===== src/rtl/gcd_engine.sv =====
// Binary (Stein) GCD engine: parallel operand load over valid/ready, result over valid/ready.
// Optional `GCD_CYCLES_EN adds a `cycles` output counting CALC steps of the last operation.
module gcd_engine #(
  parameter int WIDTH = 8,
  parameter int KW    = $clog2(WIDTH+1)
) (
  input  logic             clk,
  input  logic             rst,
  input  logic             in_valid,
  output logic             in_ready,
  input  logic [WIDTH-1:0] in_a,
  input  logic [WIDTH-1:0] in_b,
  output logic             out_valid,
  input  logic             out_ready,
  output logic [WIDTH-1:0] result,
`ifdef GCD_CYCLES_EN
  output logic [$clog2(2*WIDTH+2)-1:0] cycles,
`endif
  output logic             busy
);

  typedef enum logic [1:0] {IDLE, CALC, DONE} state_t;

  state_t           state_q, state_d;
  logic [WIDTH-1:0] a_q, a_d, b_q, b_d, res_q, res_d, diff;
  logic [KW-1:0]    k_q, k_d;
  logic             in_zero;

  assign in_zero = (in_a == '0) || (in_b == '0);
  // Larger minus smaller keeps the odd-odd step non-negative.
  assign diff    = (a_q > b_q) ? (a_q - b_q) : (b_q - a_q);

  always_ff @(posedge clk or posedge rst) begin
    if (rst) state_q <= IDLE;
    else     state_q <= state_d;
  end

  always_comb begin
    state_d = state_q;
    case (state_q)
      IDLE:    if (in_valid) state_d = in_zero ? DONE : CALC;
      CALC:    if (a_q == b_q) state_d = DONE;
      DONE:    if (out_ready) state_d = IDLE;
      default: state_d = IDLE;
    endcase
  end

  always_comb begin
    in_ready  = (state_q == IDLE);
    out_valid = (state_q == DONE);
    busy      = (state_q != IDLE);
  end

  always_comb begin
    a_d   = a_q;
    b_d   = b_q;
    k_d   = k_q;
    res_d = res_q;
    case (state_q)
      IDLE: if (in_valid) begin
        a_d = in_a;
        b_d = in_b;
        k_d = '0;
        if (in_zero) res_d = in_a | in_b;
      end
      CALC: begin
        if (a_q == b_q) begin
          res_d = a_q << k_q;
        end else if (!a_q[0] && !b_q[0]) begin
          a_d = a_q >> 1;
          b_d = b_q >> 1;
          k_d = k_q + KW'(1);
        end else if (!a_q[0]) begin
          a_d = a_q >> 1;
        end else if (!b_q[0]) begin
          b_d = b_q >> 1;
        end else if (a_q > b_q) begin
          a_d = diff >> 1;
        end else begin
          b_d = diff >> 1;
        end
      end
      default: ;
    endcase
  end

  always_ff @(posedge clk or posedge rst) begin
    if (rst) begin
      a_q   <= '0;
      b_q   <= '0;
      k_q   <= '0;
      res_q <= '0;
    end else begin
      a_q   <= a_d;
      b_q   <= b_d;
      k_q   <= k_d;
      res_q <= res_d;
    end
  end

  assign result = res_q;

`ifdef GCD_CYCLES_EN
  localparam int CW = $clog2(2*WIDTH+2);
  logic [CW-1:0] cyc_q, cyc_d;

  always_comb begin
    cyc_d = cyc_q;
    if (state_q == IDLE && in_valid) cyc_d = '0;
    else if (state_q == CALC)        cyc_d = cyc_q + CW'(1);
  end

  always_ff @(posedge clk or posedge rst) begin
    if (rst) cyc_q <= '0;
    else     cyc_q <= cyc_d;
  end

  assign cycles = cyc_q;
`endif

endmodule


===== config.mk =====
export PLATFORM = sky130hd
export DESIGN_NAME = gcd_engine
export DESIGN_NICKNAME = d
export VERILOG_FILES = /design/src/rtl/gcd_engine.sv
export SDC_FILE = /design/constraint.sdc
export NUM_CORES = 1
export LEC_CHECK = 0
export CORE_UTILIZATION = 45
export CTS_CLUSTER_DIAMETER = 40
export CTS_CLUSTER_SIZE = 20
export DETAILED_ROUTE_END_ITERATION = 12
export GPL_TIMING_DRIVEN = 1
export HOLD_SLACK_MARGIN = 0.06
export PLACE_DENSITY = 0.66
export SLEW_MARGIN = 30
export SYNTH_ARGS = -nofsm -noshare
export SYNTH_HDL_FRONTEND = slang
export SYNTH_SLANG_ARGS = --single-unit

===== constraint.sdc =====
create_clock -name clk -period 4.15 [get_ports clk]
set_input_delay 0.83 -clock clk [delete_from_list [all_inputs] [get_ports clk]]
set_output_delay 0.83 -clock clk [all_outputs]
set_load 0.01 [all_outputs]

==> flow_summary_export.csv <==
group,metric,value,unit
yosys,syn-cell-area,0.00267,mm2
layout,final_core_utilization,0.542,
detailed_routing,routed_wirelength,7030,um
global_route,antenna_violations_before_repair,0,
sta,slew-limit-headroom,0.659,
yosys,count_of_synthesis_stage_warnings_from_yosys,0,
layout,syn_to_final_growth,14.0,%
layout,drive_gt1_frac,0.0901,
setup_path,worstSetupPathType,"flip-flop to flip-flop",
global_route,grt-ovfl-total,0,
global_route,first_global_vias,2272,
yosys,synthesis.area_per_instance,8.60,um2
yosys,post_synth_top_area_share,0.282,
yosys,synth_cell_type_count,56,
placed_design,placed_cells_incl_taps,398,
detailed_routing,routed-via-count,2387,
min_path,worst_hold_path_type,"flip-flop to flip-flop",
die,die-area,0.00624,mm2
placed_design,final_hpwl_from_detailed_placement,5350,um
yosys,synth_largest_area_cell,"sky130_fd_sc_hd__dfrtp_1",
run,maxCapViolCount,0,
sta,post-route-period-util,0.683,
die,dieWidth,79.0,um
clocking,cts_buffers,5,
detailed_routing,vias_per_cell,5.89,
clocking,root_buffer,"sky130_fd_sc_hd__clkbuf_8",
sta,drv_slew,0,
global_route,grt_max_degree,31,
layout,insertedDiodeCount,0,
clocking,htree_levels,2,
sta,rsz0062_at_grt,"no",
clocking,worst_skew_pair.late_latency,300,ps
yosys,ys_seq_area_frac,0.282,
detailed_routing,drt-pass1-iter-count,5,
sta,clock.fmax,353,MHz
die,die_height,79.0,um
setup_path,end_kind,"flip-flop",
placed_design,placed_cell_area,0.00296,mm2
sta,finalWorstPathRequiredPeriod,2830,ps
setup_path,start_kind,"flip-flop",
yosys,ranking_of_synthesized_cells_by_area,"sky130_fd_sc_hd__dfrtp_1 (28%), sky130_fd_sc_hd__ha_1 (8.9%), sky130_fd_sc_hd__nand2_1 (5.2%), sky130_fd_sc_hd__o21ai_0 (4.9%), sky130_fd_sc_hd__nor2_1 (3.7%)",
placed_design,place_congestion,0.894,
sta,clock-skew-final,3.69,ps
clocking,cts.sink_count,30,
setup_path,max_stage_delay,530,ps
sta,max_slew.worst_pin.slew,512,ps
sta,timing.final.hold_violations,0,
clocking,cts_resized,0,
die,io_pins,31,
die,core_region_area,0.00561,mm2
yosys,yosys.cell_count.top_type,"sky130_fd_sc_hd__nand2_1",
yosys,synthesis_stage_register_bit_count,30,
detailed_routing,routed_wire_length_per_instance,17.4,um
die,floorplan.rows,27,
layout,fillers,560,
setup_path,critical-path-slowest-cell,"sky130_fd_sc_hd__dfrtp_1",
sta,finalSetupTns,0,ps
layout,fin_cells,405,
clocking,cts_buffer_depth,2,
global_route,wire_length_of_the_first_global_routing_pass,11600,um
detailed_routing,ant_nets,0,
status,status,"finished clean",
clocking,cts_hold_buf,0,
yosys,synth_top_flop_cell,"sky130_fd_sc_hd__dfrtp_1",
setup_path,crit_path_max_fanout,13,
detailed_routing,drcViolationCount,0,
global_route,global_route.usage.total,0.248,
yosys,synth_enable_flop_cells,0,
die,initial_core_util,0.475,
layout,final_area,0.00304,mm2
placed_design,port_buf_inserts,30,
yosys,async_reset_ff_frac,1.00,
clocking,path_clk_slew,70,ps
yosys,synth_cells,310,
setup_path,cpLargestDelayFamily,"adder cells",
detailed_routing,detail_route.iter0.violations,178,
setup_path,worst_ep_arrival_time,3050,ps
yosys,yosys-top-cells-count,"sky130_fd_sc_hd__nand2_1 (37), sky130_fd_sc_hd__dfrtp_1 (30), sky130_fd_sc_hd__nor2_1 (26), sky130_fd_sc_hd__o21ai_0 (26), sky130_fd_sc_hd__inv_1 (22)",
setup_path,path_cells,"inv_1, ha_1, fa_1, nor2b_4, o2111ai_2, nand4_1, nand3_2, mux2_1, a31oi_1",
setup_path,count_of_buffer_and_inverter_cells_on_the_critical_path,1,
setup_path,timing.critical_path.required,4370,ps
sta,setup_violations,0,
yosys,syn_nets,351,
layout,design.final.nets,374,
clocking,tritoncts,"yes",
clocking,cts_setup_buffers,0,
[cell type report]
cell class	count	area (um2)	area share
multi-input combinational	240	1710	0.563
clock inverter	2	10.0	0.00329
clock buffer	5	68.8	0.0226
sequential	30	751	0.247
tap	72	90.1	0.0296
timing repair buffer	33	323	0.106
inverter	23	86.3	0.0284
[logic make-up after synthesis]
kind of cell | Yosys count | synth area share
buf+inv | 40 | 0.0770
compound gates | 100 | 0.268
xor+xnor | 12 | 0.0394
fa+ha+maj | 21 | 0.104
flops | 30 | 0.282
mux | 13 | 0.0558
simple gates | 94 | 0.174
[path summary, 6_finish.rpt]
path	startpoint	end	slack, ps	cells after the start
hold / removal	result[6]	result[6]	490	1
hold reg to reg	result[6]	result[6]	490	1
min in group asynchronous	rst	a_q[6]	920	3
setup / recovery	a_q[0]	a_q[5]	1320	9
max in group asynchronous	rst	b_q[7]	2920	3
setup reg to reg	a_q[0]	a_q[5]	1320	9
[metrics by stage]
step	hold slack (ps)	setup slack [ps]
floorplan	461	1740
global placement	477	1260
detailed placement	481	1210
CTS	496	1310
global route	518	1140
finish	493	1320
[cells in the final DEF, fill, tap and decap left out, types with 3 or more instances in the layout]
cell and n:
sky130_fd_sc_hd__o221ai_1 4, sky130_fd_sc_hd__a221oi_1 5, sky130_fd_sc_hd__nand3_1 8, sky130_fd_sc_hd__o31ai_1 6
sky130_fd_sc_hd__nand2_1 37, sky130_fd_sc_hd__buf_4 3, sky130_fd_sc_hd__nor2_1 26, sky130_fd_sc_hd__o21ai_0 26
sky130_fd_sc_hd__xnor2_1 8, sky130_fd_sc_hd__xor2_1 4, sky130_fd_sc_hd__clkbuf_8 5, sky130_fd_sc_hd__inv_1 22
sky130_fd_sc_hd__o21a_1 4, sky130_fd_sc_hd__mux2_1 7, sky130_fd_sc_hd__ha_1 19, sky130_fd_sc_hd__dfrtp_1 30
sky130_fd_sc_hd__o21ai_1 5, sky130_fd_sc_hd__clkdlybuf4s50_1 30, sky130_fd_sc_hd__nor4_1 5, sky130_fd_sc_hd__nand2b_1 3
sky130_fd_sc_hd__mux2i_1 4, sky130_fd_sc_hd__a21oi_1 16, sky130_fd_sc_hd__a21o_1 3, sky130_fd_sc_hd__a211oi_1 3
sky130_fd_sc_hd__a31oi_1 8
[per-layer routing]
layer	up-vias	track usage	wire, um
li1	1168	-	-
met1	1126	0.363	3280
met2	85	0.376	3160
met3	8	0.0356	499
met4	0	0.0764	90
met5	-	0	0
[state kept, by name (all words and copies together) (netlist names)]
| signal | cells |
|---|---|
| state_q | 2 |
| k_q | 4 |
| a_q | 8 |
| result | 8 |
| b_q | 8 |
Power is left out: the tool's default activity adds up to more than one toggle a clock period on the data nets, which glitch-free logic cannot reach.
